[config.mk]
export PLATFORM = sky130hd
export DESIGN_NAME = alu_subtractor_serial
export DESIGN_NICKNAME = d
export VERILOG_FILES = /design/src/rtl/alu_subtractor_serial.sv
export SDC_FILE = /design/constraint.sdc
export NUM_CORES = 1
export LEC_CHECK = 0
export ABC_AREA = 1
export CORE_UTILIZATION = 40
export DETAILED_ROUTE_END_ITERATION = 7
export GPL_TIMING_DRIVEN = 1
export PLACE_DENSITY = 0.65
export SETUP_SLACK_MARGIN = 0.5
export SYNTH_ARGS = -nofsm -noshare
export SYNTH_HDL_FRONTEND = slang
export SYNTH_SLANG_ARGS = --single-unit
[constraint.sdc]
create_clock -name clk -period 9.5 [get_ports clk]
set_input_delay 2.375 -clock clk [delete_from_list [all_inputs] [get_ports clk]]
set_output_delay 2.375 -clock clk [all_outputs]
set_load 0.005 [all_outputs]
[src/rtl/alu_subtractor_serial.sv]
// Digit-serial two's-complement subtractor D = A - B - Bin with Sign/Zero/Parity/Overflow/Bout flags.
// Optional feature macro: ALU_SUB_PARITY_EN builds the Parity flag; otherwise Parity is tied to 0.
module alu_subtractor_serial #(
    parameter int WIDTH = 16,
    parameter int DIGIT = 4
) (
    input  logic             clk,
    input  logic             rst_n,
    input  logic             in_valid,
    output logic             in_ready,
    input  logic [WIDTH-1:0] A,
    input  logic [WIDTH-1:0] B,
    input  logic             Bin,
    output logic             out_valid,
    input  logic             out_ready,
    output logic [WIDTH-1:0] D,
    output logic             Bout,
    output logic             Sign,
    output logic             Zero,
    output logic             Parity,
    output logic             Overflow
);

    localparam int N  = WIDTH / DIGIT;
    localparam int CW = (N > 1) ? $clog2(N) : 1;
    localparam logic [CW-1:0] LAST = CW'(N - 1);

    typedef enum logic [1:0] {
        IDLE,
        RUN,
        DONE
    } state_t;

    state_t state;
    state_t state_next;

    logic [WIDTH-1:0] a_reg;
    logic [WIDTH-1:0] b_reg;
    logic [WIDTH-1:0] d_acc;
    logic             borrow;
    logic [CW-1:0]    cnt;

    logic [DIGIT-1:0] a_slice;
    logic [DIGIT-1:0] b_slice;
    logic [DIGIT-1:0] d_slice;
    logic             slice_borrow;
    logic [WIDTH-1:0] d_full;
    logic             last_slice;
    logic             accept;
    logic             finish;
    int               slice_base;

    // NOTE: every signal written here gets a default first, so no latch can be inferred.
    always_comb begin
        slice_base = int'(cnt) * DIGIT;
        a_slice    = a_reg[slice_base +: DIGIT];
        b_slice    = b_reg[slice_base +: DIGIT];
        {slice_borrow, d_slice} = {1'b0, a_slice} - {1'b0, b_slice} - {{DIGIT{1'b0}}, borrow};
        d_full     = d_acc;
        d_full[slice_base +: DIGIT] = d_slice;
        last_slice = (cnt == LAST);
    end

    assign in_ready  = (state == IDLE);
    assign out_valid = (state == DONE);
    assign accept    = in_ready && in_valid;
    assign finish    = (state == RUN) && last_slice;

    always_comb begin
        state_next = state;
        unique case (state)
            IDLE:    if (in_valid)   state_next = RUN;
            RUN:     if (last_slice) state_next = DONE;
            DONE:    if (out_ready)  state_next = IDLE;
            default:                 state_next = IDLE;
        endcase
    end

    // NOTE: sequential state uses non-blocking assignments so all registers update together at the edge.
    always_ff @(posedge clk or negedge rst_n) begin
        if (!rst_n) begin
            state <= IDLE;
        end else begin
            state <= state_next;
        end
    end

    // Working registers: operands are held whole so the flags can see the full MSBs at the end.
    always_ff @(posedge clk or negedge rst_n) begin
        if (!rst_n) begin
            a_reg  <= '0;
            b_reg  <= '0;
            d_acc  <= '0;
            borrow <= 1'b0;
            cnt    <= '0;
        end else if (accept) begin
            a_reg  <= A;
            b_reg  <= B;
            d_acc  <= '0;
            borrow <= Bin;
            cnt    <= '0;
        end else if (state == RUN) begin
            d_acc  <= d_full;
            borrow <= slice_borrow;
            cnt    <= last_slice ? '0 : cnt + CW'(1);
        end
    end

    // Visible results change only at the final digit edge and then hold until the next one.
    always_ff @(posedge clk or negedge rst_n) begin
        if (!rst_n) begin
            D        <= '0;
            Bout     <= 1'b0;
            Sign     <= 1'b0;
            Zero     <= 1'b0;
            Overflow <= 1'b0;
        end else if (finish) begin
            D        <= d_full;
            Bout     <= slice_borrow;
            Sign     <= d_full[WIDTH-1];
            Zero     <= (d_full == '0);
            Overflow <= (a_reg[WIDTH-1] != b_reg[WIDTH-1]) && (d_full[WIDTH-1] != a_reg[WIDTH-1]);
        end
    end

`ifdef ALU_SUB_PARITY_EN
    logic parity_reg;

    always_ff @(posedge clk or negedge rst_n) begin
        if (!rst_n) begin
            parity_reg <= 1'b0;
        end else if (finish) begin
            parity_reg <= ~^d_full;
        end
    end

    assign Parity = parity_reg;
`else
    assign Parity = 1'b0;
`endif

endmodule

After elaboration in Yosys (flattened, before gate mapping)
Cells that the tools add are included.
Widths: inputs -> output; s select.
- add/subtract/negate cells: 4
- multipliers: 0
- divide/modulo/power cells: 0
- magnitude comparators: 0
- eq/ne operators: 8
- shift-type cells: 4
- muxes and demuxes: 12
- bitwise operators: 0
- reductions and logical operators: 7
- operator list (cell ; count):
    $neg 4->33 ; 1
    $shift 4x33->16 const A ; 1
    $shiftx 4x33->16 ; 1
    $mux 16 ; 2
    $shiftx 16x5->4 ; 2
    $bwmux 16 ; 1
    $logic_not 16->1 ; 1
    $mux 2 ; 6
    $pmux 2 s3 ; 1
    $sub 4x4->5 ; 1
    $sub 5x1->5 ; 1
    $eq 2x2->1 const B ; 2
    $ne 2x2->1 const B ; 2
    $logic_and 1x1->1 ; 3
    $reduce_and 3->1 ; 1
    $add 2x1->2 const B ; 1
    $eq 2x1->1 const B ; 1
    $logic_not 2->1 ; 1
    $mux 1 ; 2
    $ne 1x1->1 ; 2
    $ne 2x1->1 const B ; 1
    $reduce_bool 2->1 ; 1
- bits in registers: 73
- latch bits: 0
- memory bits (writable): 0
- ROM bits: 0
- bits of input ports: 37
- logic and storage cells: 46
- memories kept: 0

Longest topological paths before layout
Gate-level depths: netlist (run 1).
- depth in word-level cells: 7
- gate-level depth with buffers: 19
- depth with buffers taken out: 17

Worst setup path before layout (run 1)
OpenSTA, ideal clock, no wires.
- kind: input -> register
- from: input in_valid
- to: register d_acc[11]
- setup time: 83 ps
- data arrival time: 3152 ps
- data required time: 9417 ps
- slack: 6265 ps
- cell stages on the path: 6
- buffers on the path: 1
- cells stage by stage: nand2_1 > inv_2 > nor2_2 > inv_1 > buf_2 > o22ai_1
- word-level cells in the longest chain between the ends: 2
- elaborated cells between the ends (all ways): 3
- classes of those cells: 1 x mux; 2 x reduce/logical
- RTL lines (element ; RTL line ; source):
    start, declared ; 9 ; input logic in_valid,
    $logic_and 1x1->1 (*) ; 66 ; assign accept = in_ready && in_valid;
    $mux 16 or $reduce_bool 2->1 (tied branches) ; - ;
    end signal, assigned ; 103 ; d_acc <= d_full;
    end, declared ; 39 ; logic [WIDTH-1:0] d_acc;
Mark *: on every way between the ends. The rest lies on a longest branch, timed or not.
A chain may end at the register's enable or synchronous reset.

Worst setup path after layout (run 1)
- from: input in_valid
- to: register borrow
- word-level cells in the longest chain between the ends: 2
- elaborated cells between the ends (all ways): 3
- classes of those cells: 1 x mux; 2 x reduce/logical
- RTL lines (element ; RTL line ; source):
    $logic_and 1x1->1 (*) ; 66 ;
    $mux 1 or $reduce_bool 2->1 (tied branches) ; - ;
    end signal, assigned ; 100 ; borrow <= Bin;
    end signal, assigned ; 104 ; borrow <= slice_borrow;
    end, declared ; 40 ; logic borrow;
Marks and branches as above.

==> impl_metrics.py, run 1 <==
metrics = {
    "status": {
        "status": "finished clean",
    },
    "yosys": {
        "syn_area_sq_um": 3530,
        "ys_warn_count": 0,
        "synth_cell_type_count": 30,
        "seq_area_frac_synth_pct": 51.0,
        "syn_inst": 439,
        "syn_area_per_cell_sq_um": 8.04,
        "ys_ff_latch": 72,
        "synth_fp_nets": 488,
    },
    "cts": {
        "cts_buffers": 9,
        "cts_buffer_depth": 2,
        "cts_resized": 0,
        "insertion_delay_ns": 0.35,
        "cts_setup_buffers": 0,
        "path_clk_slew_ns": 0.07,
        "cts_hold_buf": 0,
        "cts_root_buf": "clkbuf_8",
        "cts.htree.levels": 3,
        "clkSinkCount": 72,
        "cts_tree": "built",
    },
    "power_and_ir_drop": {
        "p_seq_share_pct": 31.8,
        "clockPowerShare_pct": 14.8,
        "switching_share_pct": 44.2,
        "pwr_density_cell_nw_per_um2": 364,
        "leakagePower_nw": 2.11,
        "power.switching_w": 0.000701,
        "p_comb_share_pct": 53.3,
        "p_int_w": 0.000884,
        "worst_ir_drop_vdd_mv": 0.175,
    },
    "floorplanning": {
        "initial_core_util_pct": 42.1,
        "rows": 33,
        "dieArea_sq_um": 9210,
        "die_w_microns": 96.0,
        "core_area_sq_um": 8380,
        "io_pins": 60,
        "fp.dieH_microns": 96.0,
    },
    "setup_path": {
        "critPathKind": "in2reg",
        "endpoint": "borrow",
        "reg2reg_from": "cnt[1]",
        "critPathLaunchType": "input pin",
        "reg2reg_slack_ns": 6.17,
        "ff2ff_path_depth": 16,
        "arrival_ns": 4.99,
        "end_kind": "flop",
        "setup.worst_path.start": "in_valid",
        "rr_endpoint": "Zero",
        "cp_max_fo": 36,
        "cp_data_required_time_ns": 9.77,
    },
    "global_routing": {
        "grt_pass1_vias": 2998,
        "grt_max_degree": 73,
        "grt.overflow.total": 0,
        "grt_pass1_wl_microns": 13900,
        "grt_util_all_layers_pct": 19.9,
        "grt_antenna_before_repair": 0,
    },
    "timing": {
        "slew_violations": 0,
        "slew_headroom_pct": 34.1,
        "fmax_ghz": 0.212,
        "fin_crit_ns": 4.72,
        "fin_worst_skew_ns": 0.00839,
        "rsz0062_at_grt": "no",
        "post-route-period-util_pct": 49.7,
        "setup_viol": 0,
        "holdWs_ns": 0.481,
        "hold_violations": 0,
        "worst_slew_pin_slew_ns": 0.986,
        "tns_ns": 0,
    },
    "detailed_routing": {
        "first_pass_iters": 4,
        "vias": 2940,
        "wl_per_cell_microns": 12.8,
        "ant_nets": 0,
        "drt_iter0_drc": 152,
        "routed_wl_microns": 7680,
        "drc": 0,
        "viasPerCell": 4.89,
    },
    "min_path": {
        "min_path_type": "reg2reg",
    },
    "final_layout": {
        "diodes": 0,
        "drive_above_1_share_pct": 6.25,
        "synthToLayoutAreaGrowth_pct": 23.2,
        "final_net_count": 541,
    },
    "placement": {
        "io_buffers": 58,
        "dp_hpwl_microns": 5380,
        "place_congestion": 0.813,
    },
    "flow_run": {
        "max-cap-violations": 0,
    },
}
per-stage QoR:
step / utilization (%) / total power [W] / instance area (sq um) / cells / setup WS, ns
after floorplan: - / 0.00111 / 3530 / 439 / 6.27
after global placement: 49.7 / 0.00134 / 4170 / 586 / 4.45
after detailed placement: 49.7 / 0.00136 / 4170 / 586 / 4.37
after CTS: 51.9 / 0.00161 / 4350 / 601 / 4.74
after global routing: 51.9 / 0.00176 / 4350 / 601 / 4.43
final: 51.9 / 0.00158 / 4350 / 601 / 4.78
layout by cell type (no fill, tap or decap):
master and n:
a32o_1 3, a21oi_4 1, a21o_1 1, o21ai_1 4
ha_1 10, nand3_2 4, conb_1 1, inv_1 40
clkbuf_1 1, buf_4 2, and2_1 1, buf_2 1
dfrtp_1 72, nor2_2 4, nand2_1 165, clkinv_1 1
xor2_1 1, or2_2 2, nand2_2 1, nor2_1 34
o21ai_0 29, o31ai_1 1, o22ai_1 19, bufinv_16 1
nand4_1 2, nand3_1 14, clkdlybuf4s50_1 57, clkbuf_8 10
fa_1 2, inv_2 2, clkinv_2 3, a21oi_1 6
o21a_1 1
metal layers:
layer  global-route usage, %  wire length [microns]  vias up
met4                    7.46                    117        0
met3                    3.63                    304       11
met5                       0                      0        -
met2                    33.8                   3690       69
li1                        -                      -     1489
met1                    25.2                   3570     1371
worst min path at each step:
stage          depth (start not counted)        end  slack [ns]       from
6_report                               2  b_reg[10]        0.48  b_reg[10]
5_1_grt                                2  b_reg[10]        0.50  b_reg[10]
4_1_cts                                2  b_reg[10]        0.48  b_reg[10]
3_5_place_dp                           2  b_reg[10]        0.47  b_reg[10]
3_3_place_gp                           2  b_reg[11]        0.46  b_reg[11]
2_1_floorplan                          2   a_reg[8]        0.44   a_reg[8]
kinds of logic after synthesis:
kind of cell | Yosys count | synth area share [%]
other cells | 1 | 0.106
flops | 72 | 51.0
xor+xnor | 1 | 0.248
fa+ha+maj | 12 | 4.68
simple gates | 227 | 26.0
compound gates | 65 | 10.8
buf+inv | 61 | 7.05
Yosys cell counts (all sizes together):
library cell | n | share of area (%)
inv | 42 | 4.5
nand3 | 18 | 3.1
o31ai | 1 | 0.21
clkinv | 1 | 0.11
nand2 | 166 | 18
ha | 10 | 3.5
a21o | 1 | 0.21
o21a | 1 | 0.21
clkbuf | 13 | 1.4
o22ai | 19 | 3.4
nor2 | 38 | 4.3
a32o | 3 | 0.85
and2 | 1 | 0.18
buf | 5 | 1.1
a21oi | 7 | 1.3
fa | 2 | 1.1
xor2 | 1 | 0.25
conb | 1 | 0.11
nand4 | 2 | 0.35
o21ai | 33 | 4.7
or2 | 2 | 0.35
dfrtp | 72 | 51
worst max-delay path, stage by stage:
cell	delay, ns
clkdlybuf4s50_1	0.46
nand2_1	0.57
inv_2	0.72
nor2_2	0.12
inv_1	0.41
o21ai_0	0.17
o22ai_1	0.15
layout make-up:
type                            instances  area [sq um]
Clock buffer                           11           141
Clock inverter                          4          45.0
Fill cell                             842          4030
Inverter                               43           161
Multi-Input combinational cell        306          1480
Sequential cell                        72          1800
Tap cell                              105           131
Timing Repair Buffer                   60           591
power by group through the flow:
stage                     Combinational (W)  Sequential (W)  Clock [W]
after floorplan                    0.000613        0.000500          0
after global placement             0.000833        0.000506          0
after detailed placement           0.000853        0.000512          0
after CTS                          0.000858        0.000506   0.000241
after global routing               0.000986        0.000522   0.000255
final                              0.000845        0.000505   0.000235
Power figures use the tool's default switching activity.
==> run 2, diff against run 1 <==
--- a/config.mk
+++ b/config.mk
@@ -9,7 +9,7 @@
 export CORE_UTILIZATION = 40
 export DETAILED_ROUTE_END_ITERATION = 7
 export GPL_TIMING_DRIVEN = 1
-export PLACE_DENSITY = 0.65
+export PLACE_DENSITY = 0.67
 export SETUP_SLACK_MARGIN = 0.5
 export SYNTH_ARGS = -nofsm -noshare
 export SYNTH_HDL_FRONTEND = slang
==> constraint.sdc (replaced) <==
create_clock -name clk -period 3.85 [get_ports clk]
set_input_delay 0.9625 -clock clk [delete_from_list [all_inputs] [get_ports clk]]
set_output_delay 0.9625 -clock clk [all_outputs]
set_load 0.005 [all_outputs]
==> run 2 against run 1 <==
Cell area increased by 2.0%. Worst hold slack worse by 0.084 ns. First-iteration DRC count decreased by 0.66%. Die area did not move. Global-route usage decreased by 0.37 points. Sequential share of layout area shrank 0.79 points. Combinational power grew to 2.5 times the previous value. Critical endpoint is now Zero.
==> impl_metrics.py, run 2 (same netlist as run 1, synthesis figures left out) <==
metrics = {
    "status": {
        "status": "finished clean",
    },
    "floorplanning": {
        "die_w_microns": 96.0,
        "initial_core_util_pct": 42.1,
        "core_area_sq_um": 8380,
        "fp.dieH_microns": 96.0,
        "io_pins": 60,
        "rows": 33,
        "dieArea_sq_um": 9210,
    },
    "final_layout": {
        "drive_above_1_share_pct": 7.77,
        "diodes": 0,
        "finalCoreUtilization_pct": 53.0,
        "synthToLayoutAreaGrowth_pct": 25.7,
        "final_net_count": 546,
        "final_cell_mix": "165 x nand2_1, 71 x dfrtp_1, 57 x clkdlybuf4s50_1",
        "final_common_cell": "nand2_1",
        "fin_cells": 607,
    },
    "global_routing": {
        "grt_util_all_layers_pct": 19.5,
        "grtUsageMet1_pct": 24.7,
        "gr-usage-met2_pct": 32.8,
        "grt_max_degree": 39,
        "grt_use_met3_pct": 4.42,
        "grt_antenna_before_repair": 0,
        "grt_pass1_wl_microns": 13800,
        "top_usage_layer": "met2",
        "grt.overflow.total": 0,
        "grt_pass1_vias": 3035,
    },
    "cts": {
        "cts_tree": "built",
        "clkSinkCount": 72,
        "cts_root_buf": "clkbuf_8",
        "cts_buffers": 9,
        "cts_buffer_depth": 2,
        "insertion_delay_ns": 0.35,
        "cts.htree.levels": 3,
        "path_clk_slew_ns": 0.08,
    },
    "placement": {
        "place_congestion": 0.875,
        "dp_cells": 588,
        "dp_hpwl_microns": 5640,
        "io_buffers": 58,
        "dp_slack_ns": 0.662,
    },
    "detailed_routing": {
        "vias": 2994,
        "ant_nets": 0,
        "first_pass_iters": 4,
        "drt_iter0_drc": 151,
        "viasPerCell": 4.93,
        "wl_per_cell_microns": 12.8,
        "drc": 0,
        "routed_wl_microns": 7750,
    },
    "timing": {
        "fin_worst_skew_ns": 0.0109,
        "fin_ws_ns": 0.734,
        "hold_violations": 0,
        "setup_viol": 0,
        "slew_headroom_pct": 44.2,
        "slew_violations": 0,
        "worst_slew_pin_slew_ns": 0.836,
        "holdWs_ns": 0.397,
        "tns_ns": 0,
        "fmax_ghz": 0.321,
        "post-route-period-util_pct": 80.9,
        "rsz0062_at_grt": "no",
        "fin_crit_ns": 3.12,
    },
    "setup_path": {
        "arrival_ns": 3.40,
        "cp_data_required_time_ns": 4.14,
        "end_kind": "flop",
        "critPathLaunchType": "flop",
        "critPathKind": "reg2reg",
        "reg2reg_slack_ns": 0.73,
        "cp_max_fo": 9,
    },
    "power_and_ir_drop": {
        "leakagePower_nw": 2.14,
        "worst_ir_drop_vdd_mv": 0.425,
        "pwr_density_cell_nw_per_um2": 916,
    },
    "min_path": {
        "min_path_type": "in2async",
    },
    "flow_run": {
        "max-cap-violations": 0,
    },
}
[run 2: final timing paths]
kind,from,to,depth (start not counted)
worst min-delay path,rst_n,D[8],1
min in group clk,D[12],D[12],2
worst max register to register,cnt[1],Zero,17
worst min register to register,D[12],D[12],2
worst max-delay path,cnt[1],Zero,17
max in group asynchronous,rst_n,cnt[1],2
[run 2: worst max-delay path, stage by stage (launching register included)]
cell	delay [ns]
dfrtp_2	0.48
clkinvlp_4	0.14
buf_4	0.14
a21oi_1	0.04
a32o_1	0.23
fa_1	0.45
fa_1	0.53
nand3_1	0.14
nor2_1	0.06
nor2_1	0.15
nand2_1	0.09
nor2_1	0.12
nand3_1	0.10
nor2_1	0.10
nand2_1	0.06
nor2_1	0.09
nand3_1	0.07
nand2_1	0.06
[run 2: metrics by stage]
step	power [W]	instance area, sq um
final	0.00407	4440
after global routing	0.00447	4440
after CTS	0.00407	4410
after detailed placement	0.00338	4180
after global placement	0.00332	4180
after floorplan	0.00275	3530
[run 2: area by class of cell]
class | count | area [sq um]
well taps | 105 | 131
repair buffers | 65 | 628
clock buffers | 12 | 155
fillers | 792 | 3940
flip-flops and latches | 72 | 1800
inverters | 43 | 165
multi-input cells | 306 | 1480
clock inverters | 4 | 76.3
[run 2: timing repair]
action / in CTS / in global routing
buffers inserted: 0 / 3
hold buffers: 0 / 0
endpoints found under the hold margin: 0 / 0
endpoints found under the setup margin: 0 / 1
gates resized for setup: 0 / 2
[run 2: where the power goes]
part           internal (W)  switching [W]
Combinational      0.000818        0.00131
Clock              0.000402       0.000274
Sequential          0.00108       0.000177
[run 2: metal layers]
metal,share of wire (%),wire (microns)
met5,0,0
met4,1.5,119
met3,4.6,359
met2,48,3730
met1,46,3540
